[config.mk]
export PLATFORM = sky130hd
export DESIGN_NAME = kyogenrv_rst_seq_flat
export DESIGN_NICKNAME = d
export VERILOG_FILES = /design/src/rtl/kyogenrv_rst_seq_if.sv /design/src/rtl/kyogenrv_rst_seq.sv /design/src/flat_wrapper.sv
export SDC_FILE = /design/constraint.sdc
export NUM_CORES = 1
export LEC_CHECK = 0
export CAP_MARGIN = 0
export CELL_PAD_IN_SITES_DETAIL_PLACEMENT = 2
export CELL_PAD_IN_SITES_GLOBAL_PLACEMENT = 2
export CORE_ASPECT_RATIO = 1.1
export CORE_MARGIN = 10
export CORE_UTILIZATION = 39
export DETAILED_ROUTE_END_ITERATION = 10
export GPL_TIMING_DRIVEN = 0
export PLACE_DENSITY = 0.86
export REMOVE_ABC_BUFFERS = 1
export SLEW_MARGIN = 20
export SYNTH_ARGS = -nofsm -noshare
export SYNTH_HDL_FRONTEND = slang
export SYNTH_SLANG_ARGS = --single-unit
[constraint.sdc]
create_clock -name clk_riscv_i -period 2.2 [get_ports clk_riscv_i]
set_clock_uncertainty 0.15 [all_clocks]
set_input_delay 0.22 -clock clk_riscv_i [delete_from_list [all_inputs] [get_ports clk_riscv_i]]
set_output_delay 0.22 -clock clk_riscv_i [all_outputs]
set_load 0.05 [all_outputs]
[src/rtl/kyogenrv_rst_seq_if.sv]
// Sequencer-side signal bundle: raw button and watchdog kick in, sequenced reset,
// last reset cause and debounced button level out.
interface kyogenrv_rst_seq_if;
  logic       reset;
  logic       wdt_kick;
  logic       rst_n;
  logic [1:0] rst_cause;
  logic       btn_stable;

  modport master (
    output reset, wdt_kick,
    input  rst_n, rst_cause, btn_stable
  );

  modport slave (
    input  reset, wdt_kick,
    output rst_n, rst_cause, btn_stable
  );
endinterface

[src/rtl/kyogenrv_rst_seq.sv]
// Reset sequencer for the Qsys system: synchronizes and debounces the board button and
// stretches reset release. Optional watchdog compiled in with RST_SEQ_WDT_EN.
//
// state   | meaning
// HOLD    | system held in reset, waiting for a released button
// STRETCH | button released, counting STRETCH_CYC cycles before release
// RUN     | system out of reset (rst_n=1)
module kyogenrv_rst_seq #(
  parameter int SYNC_STAGES  = 2,
  parameter int DEBOUNCE_CYC = 240000,
  parameter int STRETCH_CYC  = 1024,
  parameter int WDT_CYC      = 2**24
) (
  input logic              clk_riscv_i,
  input logic              pwrup_rst_n_i,
  kyogenrv_rst_seq_if.slave seq_if
);

  localparam int DB_W = $clog2(DEBOUNCE_CYC + 1);
  localparam int ST_W = $clog2(STRETCH_CYC + 1);
  localparam logic [DB_W-1:0] DB_LAST = DB_W'(DEBOUNCE_CYC - 1);
  localparam logic [ST_W-1:0] ST_LAST = ST_W'(STRETCH_CYC - 1);

  localparam logic [1:0] CAUSE_PWRUP  = 2'b00;
  localparam logic [1:0] CAUSE_BUTTON = 2'b01;
  localparam logic [1:0] CAUSE_WDT    = 2'b10;

  typedef enum logic [1:0] {
    HOLD    = 2'd0,
    STRETCH = 2'd1,
    RUN     = 2'd2
  } state_t;

  state_t                 state_q, state_d;
  logic [SYNC_STAGES-1:0] sync_q;
  logic [DB_W-1:0]        cnt_db_q, cnt_db_d;
  logic                   btn_stable_q, btn_stable_d;
  logic [ST_W-1:0]        cnt_st_q, cnt_st_d;
  logic [1:0]             cause_q, cause_d;
  logic                   rst_n_q, rst_n_d;
  logic                   sync_out;
  logic                   wdt_to;

  assign sync_out = sync_q[SYNC_STAGES-1];

  // Sync chain presets to "released" so power-up never looks like a button press.
  always_ff @(posedge clk_riscv_i or negedge pwrup_rst_n_i) begin
    if (!pwrup_rst_n_i) begin
      sync_q       <= '1;
      cnt_db_q     <= '0;
      btn_stable_q <= 1'b1;
      state_q      <= HOLD;
      cnt_st_q     <= '0;
      cause_q      <= CAUSE_PWRUP;
      rst_n_q      <= 1'b0;
    end else begin
      sync_q       <= {sync_q[SYNC_STAGES-2:0], seq_if.reset};
      cnt_db_q     <= cnt_db_d;
      btn_stable_q <= btn_stable_d;
      state_q      <= state_d;
      cnt_st_q     <= cnt_st_d;
      cause_q      <= cause_d;
      rst_n_q      <= rst_n_d;
    end
  end

  always_comb begin
    btn_stable_d = btn_stable_q;
    cnt_db_d     = '0;
    if (sync_out != btn_stable_q) begin
      if (cnt_db_q == DB_LAST) begin
        btn_stable_d = sync_out;
      end else begin
        cnt_db_d = cnt_db_q + 1'b1;
      end
    end
  end

`ifdef RST_SEQ_WDT_EN
  localparam int WDT_W = $clog2(WDT_CYC + 1);
  localparam logic [WDT_W-1:0] WDT_LAST = WDT_W'(WDT_CYC - 1);

  logic [WDT_W-1:0] cnt_wdt_q, cnt_wdt_d;

  // A kick on the timeout cycle still counts as service.
  assign wdt_to = (state_q == RUN) && !seq_if.wdt_kick && (cnt_wdt_q == WDT_LAST);

  always_comb begin
    cnt_wdt_d = '0;
    if ((state_q == RUN) && !seq_if.wdt_kick) begin
      cnt_wdt_d = (cnt_wdt_q == WDT_LAST) ? cnt_wdt_q : cnt_wdt_q + 1'b1;
    end
  end

  always_ff @(posedge clk_riscv_i or negedge pwrup_rst_n_i) begin
    if (!pwrup_rst_n_i) begin
      cnt_wdt_q <= '0;
    end else begin
      cnt_wdt_q <= cnt_wdt_d;
    end
  end
`else
  logic unused_wdt_kick;
  assign unused_wdt_kick = seq_if.wdt_kick;
  assign wdt_to          = 1'b0;
`endif

  always_comb begin
    state_d  = state_q;
    cnt_st_d = cnt_st_q;
    cause_d  = cause_q;
    case (state_q)
      HOLD: begin
        cnt_st_d = '0;
        if (btn_stable_q) state_d = STRETCH;
      end
      STRETCH: begin
        if (!btn_stable_q) begin
          state_d  = HOLD;
          cnt_st_d = '0;
          cause_d  = CAUSE_BUTTON;
        end else if (cnt_st_q == ST_LAST) begin
          state_d  = RUN;
          cnt_st_d = '0;
        end else begin
          cnt_st_d = cnt_st_q + 1'b1;
        end
      end
      RUN: begin
        // Button wins when it coincides with a watchdog timeout.
        if (!btn_stable_q) begin
          state_d = HOLD;
          cause_d = CAUSE_BUTTON;
        end else if (wdt_to) begin
          state_d = HOLD;
          cause_d = CAUSE_WDT;
        end
      end
      default: begin
        state_d  = HOLD;
        cnt_st_d = '0;
      end
    endcase
    rst_n_d = (state_d == RUN);
  end

  assign seq_if.rst_n      = rst_n_q;
  assign seq_if.rst_cause  = cause_q;
  assign seq_if.btn_stable = btn_stable_q;

endmodule

[src/flat_wrapper.sv]
// flat-port wrapper written by rule: the top's interface ports become plain ports
module kyogenrv_rst_seq_flat 
#(
  parameter int SYNC_STAGES  = 2,
  parameter int DEBOUNCE_CYC = 240000,
  parameter int STRETCH_CYC  = 1024,
  parameter int WDT_CYC      = 2**24
)
  (clk_riscv_i, pwrup_rst_n_i, seq_if_reset, seq_if_wdt_kick, seq_if_rst_n, seq_if_rst_cause, seq_if_btn_stable);
  kyogenrv_rst_seq_if seq_if_i ();
  input logic clk_riscv_i;
  input logic pwrup_rst_n_i;
  input wire logic [$bits(seq_if_i.reset)-1:0] seq_if_reset;
  input wire logic [$bits(seq_if_i.wdt_kick)-1:0] seq_if_wdt_kick;
  output wire logic [$bits(seq_if_i.rst_n)-1:0] seq_if_rst_n;
  output wire logic [$bits(seq_if_i.rst_cause)-1:0] seq_if_rst_cause;
  output wire logic [$bits(seq_if_i.btn_stable)-1:0] seq_if_btn_stable;
  assign seq_if_i.reset = seq_if_reset;
  assign seq_if_i.wdt_kick = seq_if_wdt_kick;
  assign seq_if_rst_n = seq_if_i.rst_n;
  assign seq_if_rst_cause = seq_if_i.rst_cause;
  assign seq_if_btn_stable = seq_if_i.btn_stable;
  kyogenrv_rst_seq #(.SYNC_STAGES(SYNC_STAGES), .DEBOUNCE_CYC(DEBOUNCE_CYC), .STRETCH_CYC(STRETCH_CYC), .WDT_CYC(WDT_CYC)) u_core (.clk_riscv_i(clk_riscv_i), .pwrup_rst_n_i(pwrup_rst_n_i), .seq_if(seq_if_i));
endmodule
==> summary.md, run 1 <==
| Metric | Value |
|---|---|
| Status | `complete, no violations` |
| RR Endpoint | `u_core.cnt_st_q[9]$_DFFE_PN0P_` |
| Setup bufs post-CTS | `0` |
| CP delay by family, top | `buffers and inverters` |
| Yosys warns | `0` |
| Netlist cell types | `42` |
| Final HPWL DP | `3.32 mm` |
| Fin crit period | `2120 ps` |
| Worst Setup Path Type | `flop to primary output` |
| Fill cells | `509` |
| Via count | `1,429` |
| CP Buf/Inv Count | `1` |
| Seq pwr share | `56.0%` |
| Data required time of the worst path | `1830 ps` |
| Die width | `86.3 um` |
| Nets | `208` |
| Die Y | `92.9 um` |
| Vias in the first global route | `1,658` |
| NetSw | `0.268 mW` |
| Pre-antenna DRT Iters | `4` |
| Tcrit/Tclk final | `a little over nine tenths` |
| Arrival time worst endpoint | `between 1500 and 2000 ps` |
| Top Ports | `8` |
| Synth top cells by count | `nor2_1 (34), dfrtp_1 (33), xnor2_1 (15), nand2_1 (12), nand3_1 (12)` |
| Full die area | `0.00801 mm2` |
| Number of antenna violations at the first check in global routing | `0` |
| Measured slew at the worst slew-check pin | `about 630 ps` |
| Sw Ratio | `22.2%` |
| Cell Pwr Density | `585 mW/mm2` |
| Layout cells sized above 1 | `under 10%` |
| Max cap viols | `0` |
| Drt initial violations | `44` |
| Reg2reg start | `u_core.state_q[0]$_DFF_PN0_` |
| Cell internal pwr | `0.938 mW` |
| Max incr delay on CP | `840 ps` |
| Final GP Congestion | `approximately 0.8` |
| Syn Area/Cell | `9.86 um2` |
| Grt ovf | `0` |
| P&R area growth vs syn | `9.50%` |
| Core area | `0.00465 mm2` |
| Register area share after synthesis | `48.0%` |
| Initial Util | `40.5%` |
| Antenna diode count | `0` |
| Wirelength per Cell | `17.9 um` |
| Top_reg_cell synth | `dfrtp_1` |
| Largest fanout on the critical path | `10` |
| H-tree depth reported by CTS | `2` |
| Mapped Cells | `191` |
| Lkg Pwr | `between 0.8 and 0.9 nW` |
| Drt via density | `about 5.6` |
| RSZ-0062 raised after global routing | `no` |
| Slowest-stage cell, CP | `clkdlybuf4s50_1` |
| Clock Tree Buf Depth | `2` |
| Clk network pwr share | `just over 40%` |
| Clock-pin slew of the registers on the worst-case setup and hold paths | `80 ps` |
| Cell Area, Synth | `0.00188 mm2` |
| Hold_ws | `roughly 170 ps` |
| Synth Register Bits | `36` |
| Tot GR Track Use | `around 13%` |
| Final setup viols | `0` |
| Critical path endpoint category | `primary output` |
| Hold Crit Class | `primary input to asynchronous set/reset pin` |
| Post-synth top area share | `43.9%` |
| Utilization after layout | `between 40 and 50%` |
| Number of port buffers | `5` |
| Clock latency on the worst-skew pair | `290 ps` |
| Rows | `26` |
| DR DRC count | `0` |
| Logic pwr share | `3.4%` |
| Max Clk Rate | `0.471 GHz` |
| Post-route antenna net violation count | `0` |
| Fin. Hold Viols | `0` |
| First-pass GRT wire length | `8.24 mm` |
| Max rail drop VDD | `0.331 mV` |
| Startpoint types | `flop` |
| Largest net degree at the start of global routing | `29` |
| Post-CTS sizing | `0` |
| CTS buffer count | `5` |
| Post-synth EDFFs | `0` |
| CP cell instances | `clkdlybuf4s50_1` |
| Final WS setup | `75.3 ps` |
| Most numerous cell in the Yosys netlist | `nor2_1` |
| Total wire length | `4.56 mm` |
| CTS tree | `done` |
| Worst-case reg-to-reg path depth | `6` |
| Async set-reset flop share out of synthesis | `100%` |
| Clock Tree Root | `clkbuf_8` |
| Total clock sinks | `36` |
| Placement Setup Slack | `213 ps` |
| CTS Hold Bufs | `1` |
| Design area | `0.00206 mm2` |
| Largest cells by area after synthesis | `dfrtp_1 (44%), xnor2_1 (7.0%), nor2_1 (6.8%)` |
| Synth area leader | `dfrtp_1` |
| FF-to-FF setup slack | `~190 ps` |
| Area after DPL | `0.00196 mm2` |
| Final Power | `1.21 mW` |
| Final Slew Violations | `0` |
| Worst slew margin | `58.0%` |
-- cell usage in the layout (no fill, tap or decap), drive strengths merged, types with 2 or more instances in the layout --
cell | netlist | routed
a21o | 2 | 2
a21oi | 3 | 3
a31o | 2 | 2
a31oi | 3 | 3
a32o | 2 | 2
and2 | 2 | 2
and3 | 3 | 3
buf | 5 | 2
clkbuf | 2 | 8
clkdlybuf4s50 | 0 | 4
dfrtp | 33 | 33
dfstp | 3 | 3
ha | 6 | 6
inv | 9 | 9
nand2 | 12 | 12
nand3 | 13 | 13
nand4 | 7 | 7
nor2 | 34 | 34
nor3 | 5 | 5
nor4 | 7 | 7
o21ai | 5 | 5
o21bai | 2 | 2
xnor2 | 15 | 15
xor2 | 4 | 4
-- cell type report --
class	count	area, um2	share of cell area, %
Tap cell	56	70.1	3.40
Clock buffer	8	90.1	4.37
Timing Repair Buffer	7	75.1	3.64
Multi-Input combinational cell	139	888	43.1
Sequential cell	36	905	43.9
Inverter	9	33.8	1.64
-- through the flow --
step                TNS, ps  std cells
floorplan                 0        184
detailed placement        0        246
CTS                       0        255
global route              0        255
global placement       -251        245
finish                    0        255
-- registers in the layout, summed over array words and instances (netlist names) --
register	flops
u_core.cnt_db_q	18
u_core.cnt_st_q	11
u_core.seq_if.btn_stable	1
u_core.seq_if.rst_cause	1
u_core.seq_if.rst_n	1
u_core.state_q	2
u_core.sync_q	2
-- power by group through the flow --
stage	combinational (mW)	sequential (mW)	clock, mW
2_1_floorplan	0.0160	0.687	0
3_3_place_gp	0.0352	0.687	0
3_5_place_dp	0.0409	0.688	0
4_1_cts	0.0425	0.676	0.506
5_1_grt	0.0478	0.676	0.542
6_report	0.0407	0.676	0.490
-- cells by family (layout without fill, tap and decap cells) --
| logic type | after synthesis | in the layout | synth area share [%] |
|---|---|---|---|
| AND/OR/NAND/NOR | 89 | 89 | 24.6 |
| XOR/XNOR | 19 | 19 | 8.84 |
| AO/OA/AOI/OAI | 22 | 22 | 8.44 |
| other | 1 | 1 | 0.199 |
| flip-flops | 36 | 36 | 48.0 |
| adder cells (fa/ha/maj) | 6 | 6 | 3.99 |
| buffers and inverters | 16 | 24 | 4.78 |
| multiplexers | 2 | 2 | 1.13 |
-- how the worst max path moves through the flow --
stage	endpoint	slack, ps	cells past startpoint	startpoint
final	seq_if_btn_stable	80	1	u_core.seq_if.btn_stable$_DFFE_PN1P_
after global routing	u_core.cnt_st_q[7]$_DFFE_PN0P_	20	6	u_core.state_q[0]$_DFF_PN0_
after CTS	seq_if_btn_stable	60	1	u_core.seq_if.btn_stable$_DFFE_PN1P_
after detailed placement	u_core.cnt_st_q[9]$_DFFE_PN0P_	210	6	u_core.state_q[0]$_DFF_PN0_
after global placement	u_core.cnt_db_q[12]$_DFF_PN0_	-10	1	pwrup_rst_n_i
after floorplan	u_core.seq_if.rst_n$_DFF_PN0_	470	4	u_core.seq_if.btn_stable$_DFFE_PN1P_
-- metal layers --
layer  vias up  share of wire [%]  GRT usage [%]
li1        675                  -              -
met1       740                 42           13.5
met2        10                 56           23.9
met3         4                1.8           3.07
met4         0               0.79           3.51
met5         -                  0              0
(Power assumes the default switching activity.)
==> run 2: changes to the inputs <==
CORE_UTILIZATION = 40   (was 39)
DONT_BUFFER_PORTS = 1   (was unset)
PLACE_DENSITY = 0.84   (was 0.86)
SETUP_SLACK_MARGIN = 0.15   (was unset)
==> run 2 against run 1 <==
  * First-iteration DRC count increased by 4.5%
  * Highest routed layer unchanged
  * Power decreased by 3.7%
  * Register-to-register slack improved by 80 ps
  * Worst setup slack improved by 200 ps
  * Flip-flop and latch count unchanged
  * Combinational power about the same
  * Sequential share of layout area increased by 0.89 points
  * Die area decreased by 1.9%
==> summary.md, run 2 (synthesis results as in run 1) <==
| Metric | Value |
|---|---|
| Status | `complete, no violations` |
| Cell Pwr Density | `572 mW/mm2` |
| Setup_tns | `0 ps` |
| NetSw | `0.264 mW` |
| Die width | `85.4 um` |
| Max Clk Rate | `slightly above 0.5 GHz` |
| Utilization after layout | `44.2%` |
| Total clock sinks | `36` |
| First-pass GRT wire length | `7.78 mm` |
| P&R area growth vs syn | `7.77%` |
| Hold_ws | `216 ps` |
| Final GP Congestion | `0.789` |
| Placed insts | `240` |
| Final Slew Violations | `0` |
| Layout cells sized above 1 | `9.79%` |
| DR DRC count | `0` |
| Regs by FF count | `u_core.cnt_db_q x18, u_core.cnt_st_q x11` |
| Hold Crit Start | `u_core.sync_q[0]$_DFF_PN1_` |
| Design area | `0.00203 mm2` |
| Clock latency on the worst-skew pair | `just under 300 ps` |
| Most common cell after layout, fill and taps aside | `nor2_1` |
| Fin. Hold Viols | `0` |
| Clock-pin slew of the registers on the worst-case setup and hold paths | `roughly 70 ps` |
| Placement Setup Slack | `159 ps` |
| Clk network pwr share | `between 30% and 40%` |
| CTS buffer count | `5` |
| Tot GR Track Use | `between 10% and 20%` |
| Critical path endpoint category | `flop` |
| Pre-antenna DRT Iters | `4` |
| Lkg Pwr | `0.849 nW` |
| Measured slew at the worst slew-check pin | `613 ps` |
| Final WS setup | `around 270 ps` |
| Data required time of the worst path | `2220 ps` |
| Final setup viols | `0` |
| Most frequent cells in the layout | `nor2_1 (34), dfrtp_1 (33), xnor2_1 (15)` |
| Final HPWL DP | `roughly 3.3 mm` |
| RSZ-0062 raised after global routing | `no` |
| Tcrit/Tclk final | `between 80% and 90%` |
| CTS tree | `done` |
| Clock Tree Root | `clkbuf_8` |
| Worst slew margin | `58.5%` |
| Largest reg by FF count | `u_core.cnt_db_q` |
| Fin crit period | `1930 ps` |
| Area after DPL | `0.00190 mm2` |
| Arrival time worst endpoint | `1950 ps` |
| Clock Tree Buf Depth | `2` |
| Full die area | `0.00786 mm2` |
| Number of antenna violations at the first check in global routing | `0` |
| Cell internal pwr | `around 0.9 mW` |
| Reg2reg start | `u_core.seq_if.btn_stable$_DFFE_PN1P_` |
| Top Ports | `8` |
| Antenna diode count | `0` |
| Nets | `about 200` |
| Die Y | `92.0 um` |
| Number of port buffers | `0` |
| Sw Ratio | `22.8%` |
| Worst Setup Path Type | `flop to flop` |
| Wirelength per Cell | `18.0 um` |
| Max FFs per register | `18` |
| Slowest-stage cell, CP | `dfstp_4` |
| Final Power | `1.16 mW` |
| Fill cells | `503` |
| Max rail drop VDD | `approximately 0.35 mV` |
| Max cap viols | `0` |
| Largest fanout on the critical path | `10` |
| Core area | `~0.0046 mm2` |
| Post-route antenna net violation count | `0` |
| Via count | `around 1,400` |
| H-tree depth reported by CTS | `2` |
| Hold Crit Class | `flop to flop` |
| Drt initial violations | `46` |
| Grt ovf | `0` |
| Initial Util | `~41%` |
| Drt via density | `5.58` |
| Seq pwr share | `approximately 58%` |
| Largest net degree at the start of global routing | `37` |
| Logic pwr share | `3.5%` |
| Vias in the first global route | `1,591` |
| Max incr delay on CP | `750 ps` |
| CP cell instances | `nand2_1, a31oi_2, a21oi_1, nor3b_1` |
| Startpoint types | `flop` |
| Rows | `26` |
| Final Non-Filler Cells | `250` |
| Total wire length | `4.50 mm` |
| Critical path launch point | `u_core.seq_if.btn_stable$_DFFE_PN1P_` |
## run 2: changes by cell type in the layout (fill, tap and decap cells not counted)
cell	previous run	this run
ha_2	0	1
dfstp_2	3	2
clkdlybuf4s50_1	4	0
a31o_2	2	1
clkbuf_8	6	5
a31o_4	0	1
buf_2	1	0
clkinv_2	0	1
dlygate4sd3_1	1	2
clkbuf_1	2	1
dfstp_4	0	1
ha_1	6	5
## run 2: power groups by stage
stage          Clock (mW)  Combinational [mW]  Sequential [mW]
5_1_grt             0.495              0.0468            0.676
6_report            0.445              0.0410            0.676
2_1_floorplan           0              0.0160            0.687
3_3_place_gp            0              0.0185            0.688
4_1_cts             0.459              0.0414            0.676
3_5_place_dp            0              0.0203            0.689
## run 2: per-layer routing
layer / global-route usage [%] / wire (um)
met5: 0 / 0
met4: 3.43 / 36
met3: 4.07 / 107
met2: 23.3 / 2570
met1: 12.0 / 1790
## run 2: path summary, 6_finish.rpt
| kind | end | slack, ps | cells past startpoint |
|---|---|---|---|
| setup / recovery | u_core.seq_if.rst_n$_DFF_PN0_ | 270 | 4 |
| hold / removal | u_core.sync_q[1]$_DFF_PN1_ | 220 | 0 |
| setup reg to reg | u_core.seq_if.rst_n$_DFF_PN0_ | 270 | 4 |
| hold reg to reg | u_core.sync_q[1]$_DFF_PN1_ | 220 | 0 |
| max in group asynchronous | u_core.sync_q[0]$_DFF_PN1_ | 1410 | 2 |
| min in group asynchronous | u_core.state_q[1]$_DFF_PN0_ | 230 | 2 |
## run 2: final cells by class
type                    instances  area (um2)  share of cell area (%)
clock inverters                 1        5.00                   0.247
repair buffers                  3        40.0                    1.97
clock buffers                   6        72.6                    3.58
inverters                       9        33.8                    1.66
flip-flops and latches         36         908                    44.8
well taps                      56        70.1                    3.45
multi-input cells             139         900                    44.3
## run 2: repair_timing
action                                 in CTS  in global routing
setup buffers                               0                  0
endpoints found under the hold margin      37                  0
hold buffers                                3                  0
resized for setup                           0                  3
setup endpoints to repair                   0                 21
## run 2: critical path, delay by kind of cell (launching register included)
| kind | cells | cell delay (ps) |
|---|---|---|
| AND/OR/NAND/NOR | 2 | 380 |
| AO/OA/AOI/OAI | 2 | 530 |
| flip-flops | 1 | 750 |
